[src/rtl/gpio_apb_pkg.sv]
// ----------------------------------------------------------------------------
// gpio_apb_pkg : APB initiator state encoding and GPIO register offset map.
// Revision     : 1.0 - initial release
// ----------------------------------------------------------------------------
`default_nettype none

package gpio_apb_pkg;

   typedef enum logic [1:0] {
      ST_IDLE   = 2'd0,
      ST_SETUP  = 2'd1,
      ST_ACCESS = 2'd2,
      ST_RESP   = 2'd3
   } apb_state_e;

   localparam logic [7:0] GPIO_IN_OFS    = 8'h00;
   localparam logic [7:0] GPIO_OUT_OFS   = 8'h04;
   localparam logic [7:0] GPIO_OE_OFS    = 8'h08;
   localparam logic [7:0] GPIO_INTE_OFS  = 8'h0C;
   localparam logic [7:0] GPIO_PTRIG_OFS = 8'h10;
   localparam logic [7:0] GPIO_AUX_OFS   = 8'h14;
   localparam logic [7:0] GPIO_CTRL_OFS  = 8'h18;
   localparam logic [7:0] GPIO_INTS_OFS  = 8'h1C;
   localparam logic [7:0] GPIO_ECLK_OFS  = 8'h20;
   localparam logic [7:0] GPIO_NEC_OFS   = 8'h24;

   function automatic logic addr_aligned(input logic [1:0] lsb);
      return (lsb == 2'b00);
   endfunction

endpackage

`default_nettype wire

[src/rtl/apb_timeout_ctr.sv]
// ----------------------------------------------------------------------------
// apb_timeout_ctr : 8-bit ACCESS wait-state counter with expiry compare.
// Revision        : 1.0 - initial release
// ----------------------------------------------------------------------------
`default_nettype none

module apb_timeout_ctr #(
   parameter int LIMIT = 16
) (
   input  logic clk,
   input  logic rst,
   input  logic i_clear,
   input  logic i_inc,
   output logic o_expired
);

   localparam logic [7:0] LIMIT_M1 = 8'(LIMIT - 1);

   logic [7:0] cnt_q;
   logic [7:0] cnt_d;

   always_comb begin
      cnt_d = cnt_q;
      if (i_clear) begin
         cnt_d = 8'd0;
      end else if (i_inc) begin
         cnt_d = cnt_q + 8'd1;
      end
   end

   always_ff @(posedge clk or posedge rst) begin
      if (rst) begin
         cnt_q <= 8'd0;
      end else begin
         cnt_q <= cnt_d;
      end
   end

   // Expires on the stalled cycle that would bring the count up to LIMIT.
   assign o_expired = i_inc && (cnt_q == LIMIT_M1);

endmodule

`default_nettype wire

[src/rtl/apb_gpio_master.sv]
// ----------------------------------------------------------------------------
// apb_gpio_master : valid/ready command to single-beat APB initiator.
// Optional macro  : APB_TIMEOUT_EN enables the ACCESS wait-state abort.
// Revision        : 1.0 - initial release
// ----------------------------------------------------------------------------
`default_nettype none

module apb_gpio_master
   import gpio_apb_pkg::*;
#(
   parameter int ADDR_W         = 32,
   parameter int DATA_W         = 32,
   parameter int TIMEOUT_CYCLES = 16
) (
   input  logic              sys_clk,
   input  logic              sys_rst,
   input  logic              cmd_valid,
   output logic              cmd_ready,
   input  logic              cmd_write,
   input  logic [ADDR_W-1:0] cmd_addr,
   input  logic [DATA_W-1:0] cmd_wdata,
   output logic              rsp_valid,
   input  logic              rsp_ready,
   output logic [DATA_W-1:0] rsp_rdata,
   output logic              rsp_err,
   output logic [ADDR_W-1:0] paddr,
   output logic              psel,
   output logic              penable,
   output logic              pwrite,
   output logic [DATA_W-1:0] pwdata,
   input  logic [DATA_W-1:0] prdata,
   input  logic              pready,
   input  logic              pslverr
);

   generate
      if (TIMEOUT_CYCLES < 1 || TIMEOUT_CYCLES > 255) begin : g_timeout_range_chk
         $error("apb_gpio_master: TIMEOUT_CYCLES must be in 1..255");
      end
   endgenerate

   apb_state_e        state_q, state_d;
   logic [ADDR_W-1:0] paddr_q, paddr_d;
   logic              pwrite_q, pwrite_d;
   logic [DATA_W-1:0] pwdata_q, pwdata_d;
   logic [DATA_W-1:0] rsp_rdata_q, rsp_rdata_d;
   logic              rsp_err_q, rsp_err_d;
   logic              timeout_hit;

`ifdef APB_TIMEOUT_EN
   apb_timeout_ctr #(
      .LIMIT (TIMEOUT_CYCLES)
   ) u_timeout_ctr (
      .clk       (sys_clk),
      .rst       (sys_rst),
      .i_clear   (state_q != ST_ACCESS),
      .i_inc     ((state_q == ST_ACCESS) && !pready),
      .o_expired (timeout_hit)
   );
`else
   assign timeout_hit = 1'b0;
`endif

   always_comb begin
      state_d     = state_q;
      paddr_d     = paddr_q;
      pwrite_d    = pwrite_q;
      pwdata_d    = pwdata_q;
      rsp_rdata_d = rsp_rdata_q;
      rsp_err_d   = rsp_err_q;

      case (state_q)
         ST_IDLE: begin
            if (cmd_valid) begin
               paddr_d  = cmd_addr;
               pwrite_d = cmd_write;
               pwdata_d = cmd_wdata;
               // Misaligned commands are answered locally, no bus cycle.
               if (!addr_aligned(cmd_addr[1:0])) begin
                  rsp_err_d   = 1'b1;
                  rsp_rdata_d = '0;
                  state_d     = ST_RESP;
               end else begin
                  state_d = ST_SETUP;
               end
            end
         end
         ST_SETUP: begin
            state_d = ST_ACCESS;
         end
         ST_ACCESS: begin
            // A completing pready takes priority over a same-cycle expiry.
            if (pready) begin
               rsp_rdata_d = pwrite_q ? '0 : prdata;
               rsp_err_d   = pslverr;
               state_d     = ST_RESP;
            end else if (timeout_hit) begin
               rsp_rdata_d = '0;
               rsp_err_d   = 1'b1;
               state_d     = ST_RESP;
            end
         end
         ST_RESP: begin
            if (rsp_ready) begin
               state_d = ST_IDLE;
            end
         end
         default: begin
            state_d = ST_IDLE;
         end
      endcase
   end

   always_ff @(posedge sys_clk or posedge sys_rst) begin
      if (sys_rst) begin
         state_q     <= ST_IDLE;
         paddr_q     <= '0;
         pwrite_q    <= 1'b0;
         pwdata_q    <= '0;
         rsp_rdata_q <= '0;
         rsp_err_q   <= 1'b0;
      end else begin
         state_q     <= state_d;
         paddr_q     <= paddr_d;
         pwrite_q    <= pwrite_d;
         pwdata_q    <= pwdata_d;
         rsp_rdata_q <= rsp_rdata_d;
         rsp_err_q   <= rsp_err_d;
      end
   end

   // Handshake and bus strobes decode straight from state so reset clears them at once.
   assign cmd_ready = (state_q == ST_IDLE);
   assign psel      = (state_q == ST_SETUP) || (state_q == ST_ACCESS);
   assign penable   = (state_q == ST_ACCESS);
   assign rsp_valid = (state_q == ST_RESP);
   assign paddr     = paddr_q;
   assign pwrite    = pwrite_q;
   assign pwdata    = pwdata_q;
   assign rsp_rdata = rsp_rdata_q;
   assign rsp_err   = rsp_err_q;

endmodule

`default_nettype wire

[config.mk]
export PLATFORM = sky130hd
export DESIGN_NAME = apb_gpio_master
export DESIGN_NICKNAME = d
export VERILOG_FILES = /design/src/rtl/gpio_apb_pkg.sv /design/src/rtl/apb_timeout_ctr.sv /design/src/rtl/apb_gpio_master.sv
export SDC_FILE = /design/constraint.sdc
export NUM_CORES = 1
export LEC_CHECK = 0
export CORE_MARGIN = 4
export CORE_UTILIZATION = 29
export DETAILED_ROUTE_END_ITERATION = 8
export HOLD_SLACK_MARGIN = 0.03
export PLACE_DENSITY = 0.72
export SYNTH_ARGS = -nofsm -noshare
export SYNTH_HDL_FRONTEND = slang
export SYNTH_SLANG_ARGS = --single-unit
[constraint.sdc]
create_clock -name sys_clk -period 6.6 [get_ports sys_clk]
set_input_delay 1.98 -clock sys_clk [delete_from_list [all_inputs] [get_ports sys_clk]]
set_output_delay 1.98 -clock sys_clk [all_outputs]
set_load 0.005 [all_outputs]
== After elaboration in Yosys (flattened, before gate mapping) ==
Index checks and enable logic that the tools add are counted.

* Input bits: 103
* Flip-flop bits (word level): 100
* Logic and storage cells: 34
* Output and inout port bits: 102

* Multiplexer cells: 14
* Equal/unequal tests: 7
* Reduce and logical (&&, ||, !) cells: 7

{| class="wikitable"
|+ Operator list
! operator !! count
|-
| 32-bit two-way mux || 4
|-
| 32-bit one-hot mux with 2 select lines || 1
|-
| 2-bit two-way mux || 4
|-
| 2-bit one-hot mux with 4 select lines || 1
|-
| 2-bit == test, second input constant || 2
|-
| 2-bit logical NOT || 2
|-
| 2-bit by 1-bit inequality test with 1-bit output, second input constant || 2
|-
| 2-bit inequality test, second input constant || 2
|-
| 4-bit AND reduction || 1
|-
| 1-bit two-way mux || 3
|-
| 3-bit AND reduction || 1
|-
| 2-bit by 1-bit == test with 1-bit output, second input constant || 1
|-
| 1-bit one-hot mux with 2 select lines || 1
|-
| 2-bit AND reduction || 1
|-
| 2-bit nonzero test || 1
|-
| 1-bit logical OR || 1
|}

== Depth between registers and ports, before layout ==
Gate-level depths: netlist of run 1.

* Depth in word-level cells: 4
* Gate-level depth with buffers: 7
* Gate-level depth less buffers: 5

== Least setup slack after synthesis of run 1 ==
No wires, ideal clock.

* Kind: input-to-reg
* Start: input port cmd_addr[0]
* End: register rsp_rdata_q[16] (netlist: rsp_rdata[16])
* Setup time: 0.121 ns
* Stages on the path: 5
* Buffers on the path: 2
* Data arrival time: 3.023 ns
* Path slack: 3.456 ns
* Required time: 6.479 ns
* Cell sequence: or3b_1 -> and4_4 -> buf_6 -> buf_6 -> a22o_1

* Word-level cells in the longest chain between the ends: 3

{| class="wikitable"
|+ RTL lines
! what !! RTL line !! text
|-
| from (decl) || apb_gpio_master.sv:20 || <nowiki>input logic [ADDR_W-1:0] cmd_addr,</nowiki>
|-
| 2-bit logical NOT || gpio_apb_pkg.sv:28 || <nowiki>return (lsb == 2'b00);</nowiki>
|-
| 2-bit inequality test (no source line) || n/a ||
|-
| 4-bit AND reduction (no source line) || n/a ||
|-
| to (signal assigned) || apb_gpio_master.sv:127 || <nowiki>rsp_rdata_q <= rsp_rdata_d;</nowiki>
|-
| to (decl) || apb_gpio_master.sv:46 || <nowiki>logic [DATA_W-1:0] rsp_rdata_q, rsp_rdata_d;</nowiki>
|}

Every way passes these cells.
A chain may end at the register's enable or synchronous reset.

== Worst setup path in the final report of run 1 ==
* Start: input port cmd_addr[0]
* End: register rsp_rdata_q[5] (netlist: rsp_rdata[5])

The elaborated chain is that of the path after synthesis.

==> results.yml, run 1 <==
run_status:
  status: "completed"
synth:
  synth_cell_type_count: 23
  synth_top_family_by_area: "multiplexers"
  synth_xor_area_frac: 0
  synth_compound_area_frac: 0.0856
  syn-num-nets: 347
  synthTopCellsByArea: "dfrtp_1 (66%), mux2_2 (19%), a32o_1 (4.5%), a22o_1 (3.4%), ha_1 (1.3%)"
  syn_area_per_cell_um2: 15.9
  synth.mux.area_fraction: 0.200
  syn-instance-count: 240
  syn-cell-area_mm2: 0.00381
  synthAdderAreaFrac: 0.0131
  synth_top_cell_by_area: "dfrtp_1"
  yosys.area_share.simple: 0.0167
  synth_warnings: 0
  synth_seq_cells: 100
  synth-seq-area-share: 0.656
  synth_top_area_frac: 0.656
setup_path:
  required_ns: 6.82
  crit_chain: "clkdlybuf4s50_1 -> or3b_1 -> nand3_1 -> a32o_1"
  crit_buf_inv: 1
  startpoint: "cmd_addr[0]"
  crit_fanout: 32
  cp_top_family: "simple AND/OR/NAND/NOR gates"
  slowest_delay_ns: 1.06
  cp_slowest_cell: "nand3_1"
  cp.depth: 4
  end_kind: "flop"
  path_class: "in2reg"
  ff2ff_path_depth: 5
  arrival_ns: 4.73
  reg2reg_from: "state_q[0]"
  start_kind: "input port"
clock_network:
  clkLatencyLatePin_ns: 0.34
  cts_setup_buffers: 0
  cts_max_path_buffers: 2
  postCtsHoldBufs: 0
  h-tree-depth: 3
  path_clk_slew_ns: 0.06
  cts_tree: "built"
  cts_buffers: 9
  clock-sinks: 100
  cts-root-buf: "clkbuf_16"
  cts_resized: 0
flow_run:
  maxCapViolCount: 0
sta:
  fin_crit_ns: 4.51
  tns_ns: 0
  rsz0062_at_grt: "no"
  worstMarginPinSlew_ns: 1.24
  clock_skew_ns: 0.00367
  hold_ws_ns: 0.494
  setup_viol: 0
  slew_headroom: 0.168
  finalHoldViolCount: 0
  fin_crit_sh: 0.684
  fmax_mhz: 222
  maxSlewViolCount: 0
floorplanning:
  fp.dieW_um: 123
  coreArea_mm2: 0.0128
  die_height_um: 123
  row_count: 41
  io_pins: 205
  initial_core_util: 0.299
  dieArea_mm2: 0.0151
worst_hold_path:
  hold_depth: 1
  hold_path.startpoint: "rsp_rdata[6]"
  hp-class: "reg2reg"
power:
  cellPowerDensity_mw_per_mm2: 453
  p_leak_nw: 2.65
  peakVddDrop_mv: 0.187
global_routing:
  grt_max_degree: 61
  grt_pass1_vias: 3049
  grt_pass1_wl_um: 15900
  antenna_found_initial: 0
  overflow: 0
  track_usage: 0.137
detailed_routing:
  drc: 0
  num_vias: 2823
  first_iter_violations: 78
  drt-vias-per-instance: 4.57
  wire_per_inst_um: 16.6
  first_pass_iters: 4
  ant_nets: 0
  wirelength_um: 10300
cells_and_area:
  nets: 548
  syn2layout_area_growth_pct: 64.9
  diodes: 0
  drive_gt1_frac: 0.191
  stdcell_count: 618
placement:
  hpwl_um: 7740
  gp_congestion: 0.670
  io_buffers: 204
  post-place-cells: 602
==> cell usage in the layout, fill, tap and decap left out <==
master	count
o21ai_0	1
or3b_1	1
nor2b_1	2
clkbuf_16	9
clkinvlp_4	1
mux2_2	66
clkdlybuf4s50_1	204
inv_1	5
buf_4	2
mux2i_1	2
inv_4	1
and3_1	1
clkbuf_1	2
nor2_1	1
nand3_1	1
a22o_1	15
clkinv_2	3
dfrtp_1	100
a21oi_1	1
nand2_2	1
nand2b_1	1
a32o_1	17
and4_4	1
a31oi_1	1
nor4_1	1
ha_1	4
a221oi_1	1
bufinv_16	1
==> cell families after synthesis <==
family,after synthesis
compound gates,36
fa+ha+maj,4
buf+inv,22
flops,100
mux,68
simple gates,10
==> synthesized netlist by cell type (all sizes together) <==
library cell  number
a21oi              1
a221oi             1
a22o              15
a31oi              1
a32o              17
and3               1
and4               1
buf               11
clkbuf             5
dfrtp            100
ha                 4
inv                6
mux2              66
mux2i              2
nand2              1
nand2b             1
nand3              1
nor2               1
nor2b              2
nor4               1
o21ai              1
or3b               1
==> sequential cells by signal (all words and copies together) (netlist names) <==
name and flops:
paddr 32, pwdata 32, rsp_rdata 32, state_q 2, pwrite 1, rsp_err 1
==> power breakdown <==
| group | total (mW) | internal (mW) | leakage [nW] | switching (mW) |
|---|---|---|---|---|
| sequential | 1.07 | 0.914 | 1.23 | 0.156 |
| clock | 0.512 | 0.292 | 0.139 | 0.220 |
| combinational | 1.27 | 0.854 | 1.27 | 0.413 |
==> worst reg2reg max path: cells and delay by family (launching register included) <==
| kind | cells | cell delay [ns] |
|---|---|---|
| compound gates | 1 | 0.58 |
| fa+ha+maj | 1 | 0.28 |
| buf+inv | 1 | 0.09 |
| flops | 1 | 0.35 |
| simple gates | 2 | 1.76 |
==> area by class of cell <==
| cell class | instances | area, um2 |
|---|---|---|
| Fill cell | 1120 | 6480 |
| Sequential cell | 100 | 2500 |
| Timing Repair Buffer | 206 | 2060 |
| Multi-Input combinational cell | 118 | 1210 |
| Clock buffer | 11 | 233 |
| Tap cell | 172 | 215 |
| Clock inverter | 5 | 52.6 |
| Inverter | 6 | 25.0 |
==> per-layer routing <==
layer  routed length [um]  GRT usage
met3                  867     0.0479
met1                 3840      0.150
met5                    0          0
met2                 5290      0.236
met4                  264     0.0658
==> through the flow <==
stage,utilization,worst slack [ns],power [mW],area [um2]
after floorplan,-,2.00,1.57,3810
after global placement,0.470,1.91,2.33,6010
after detailed placement,0.470,1.72,2.37,6010
after CTS,0.493,2.07,2.90,6290
after global routing,0.493,1.92,3.03,6290
final,0.493,2.09,2.85,6290
==> path summary, 6_finish.rpt <==
path | endpoint | slack (ns)
min in group asynchronous | rsp_rdata[19] | 2.12
max in group asynchronous | pwdata[24] | 3.45
worst max register to register | rsp_rdata[5] | 3.42
worst min-delay path | rsp_rdata[6] | 0.49
worst max-delay path | rsp_rdata[5] | 2.09
worst min register to register | rsp_rdata[6] | 0.49
(Power assumes the default switching activity.)
==> run 2, diff against run 1 <==
--- a/config.mk
+++ b/config.mk
@@ -9,7 +9,7 @@
 export CORE_UTILIZATION = 29
 export DETAILED_ROUTE_END_ITERATION = 8
 export HOLD_SLACK_MARGIN = 0.03
-export PLACE_DENSITY = 0.72
+export PLACE_DENSITY = 0.74
 export SYNTH_ARGS = -nofsm -noshare
 export SYNTH_HDL_FRONTEND = slang
 export SYNTH_SLANG_ARGS = --single-unit
==> constraint.sdc (replaced) <==
create_clock -name sys_clk -period 3.7 [get_ports sys_clk]
set_input_delay 1.11 -clock sys_clk [delete_from_list [all_inputs] [get_ports sys_clk]]
set_output_delay 1.11 -clock sys_clk [all_outputs]
set_load 0.005 [all_outputs]
==> run 2 against run 1 <==
Effect of this change: clock power is 73% higher; combinational power is 79% higher; global-route usage fell by 0.40 points; power grew 78%; critical path depth shrank 1; sequential power rose by 79%.
==> results.yml, run 2 (synthesis results as in run 1) <==
clock_network:
  cts-root-buf: "clkbuf_16"
  clock-sinks: 100
  h-tree-depth: 3
  clkLatencyLatePin_ns: 0.34
  cts_buffers: 9
  cts_tree: "built"
  cts_resized: 0
  path_clk_slew_ns: 0.06
  cts_max_path_buffers: 2
  postCtsHoldBufs: 0
  cts_setup_buffers: 0
sta:
  worstMarginPinSlew_ns: 0.605
  slew_headroom: 0.597
  finalHoldViolCount: 0
  worst_slack_ns: 0.869
  clock_skew_ns: 0.00417
  rsz0062_at_grt: "no"
  tns_ns: 0
  fin_crit_sh: 0.765
  maxSlewViolCount: 0
  fin_crit_ns: 2.83
  setup_viol: 0
  fmax_mhz: 353
floorplanning:
  fp.dieW_um: 123
  die_height_um: 123
  coreArea_mm2: 0.0128
  dieArea_mm2: 0.0151
  row_count: 41
  io_pins: 205
  initial_core_util: 0.299
global_routing:
  top_usage_layer: "met2"
  grt_pass1_vias: 3034
  grtUsageMet3: 0.0382
  grt_max_degree: 101
  grtUsageMet2: 0.225
  track_usage: 0.133
  grt_pass1_wl_um: 15500
  overflow: 0
  antenna_found_initial: 0
  grt_util_met1: 0.157
placement:
  io_buffers: 204
  place_area_mm2: 0.00605
  hpwl_um: 7600
  dp_slack_ns: 0.680
  gp_congestion: 0.723
cells_and_area:
  regArea_mm2: 0.00250
  finish.utilization: 0.495
  nets: 550
  multi_input_area_mm2: 0.00121
  syn2layout_area_growth_pct: 65.9
  drive_gt1_frac: 0.194
  diodes: 0
  final_cell_area_mm2: 0.00633
  layout_common_cells: "clkdlybuf4s50_1 (204), dfrtp_1 (100), mux2_2 (66)"
  layout_commonest_cell: "clkdlybuf4s50_1"
  fillCellCount: 1070
power:
  total_power_mw: 5.07
  p_leak_nw: 2.66
  cellPowerDensity_mw_per_mm2: 801
  peakVddDrop_mv: 0.378
setup_path:
  path_class: "reg2out"
  end_kind: "output pin"
  crit_buf_inv: 2
  required_ns: 2.59
  cp_top_family: "buffers and inverters"
  crit_chain: "inv_1 -> ha_1 -> clkdlybuf4s50_1"
  slowest_delay_ns: 0.57
  cp_slowest_cell: "clkdlybuf4s50_1"
  crit_fanout: 7
  arrival_ns: 1.72
  start_kind: "flop"
detailed_routing:
  wire_per_inst_um: 16.4
  drt-vias-per-instance: 4.51
  first_iter_violations: 110
  ant_nets: 0
  first_pass_iters: 4
  num_vias: 2796
  wirelength_um: 10100
  drc: 0
flow_run:
  maxCapViolCount: 0
worst_hold_path:
  hp-class: "reg2reg"
run_status:
  status: "completed"
-- run 2: final timing paths --
kind / startpoint / to / slack, ns / depth (start not counted)
setup / recovery: state_q[0] / penable / 0.87 / 3
hold / removal: rsp_rdata[2] / rsp_rdata[2] / 0.50 / 1
setup reg to reg: state_q[0] / rsp_rdata[25] / 1.40 / 7
hold reg to reg: rsp_rdata[2] / rsp_rdata[2] / 0.50 / 1
max in group asynchronous: sys_rst / state_q[1] / 2.04 / 3
min in group asynchronous: sys_rst / pwdata[25] / 1.27 / 3
-- run 2: worst register-to-register path, delay by kind of cell, from the launching register on --
kind / cells / cell delay [ns]
buffers and inverters: 3 / 0.69
AOI/OAI and AO/OA: 1 / 0.19
and+or+nand+nor: 2 / 0.68
DFF: 1 / 0.40
adders and majority gates: 1 / 0.28
-- run 2: layout make-up --
| type | instances | share of cell area |
|---|---|---|
| clock inverter | 3 | 0.00336 |
| inverter | 6 | 0.00415 |
| timing repair buffer | 208 | 0.331 |
| sequential | 100 | 0.395 |
| multi-input combinational | 118 | 0.191 |
| clock buffer | 13 | 0.0411 |
| tap | 172 | 0.0340 |
-- run 2: layer usage --
metal | routed length (um) | vias up
li1 | - | 1290
met1 | 4070 | 1380
met2 | 5190 | 110
met3 | 682 | 16
met4 | 199 | 0
met5 | 0 | -
-- run 2: power by group --
part           switching [mW]  internal, mW  total (mW)
combinational           0.734          1.54        2.27
clock                   0.391         0.494       0.885
sequential              0.282          1.63        1.91
-- run 2: through the flow --
step / hold slack [ns] / std cells
after global placement: 0.477 / 604
final: 0.500 / 620
after CTS: 0.504 / 620
after floorplan: 0.489 / 240
after detailed placement: 0.485 / 604
after global routing: 0.517 / 620
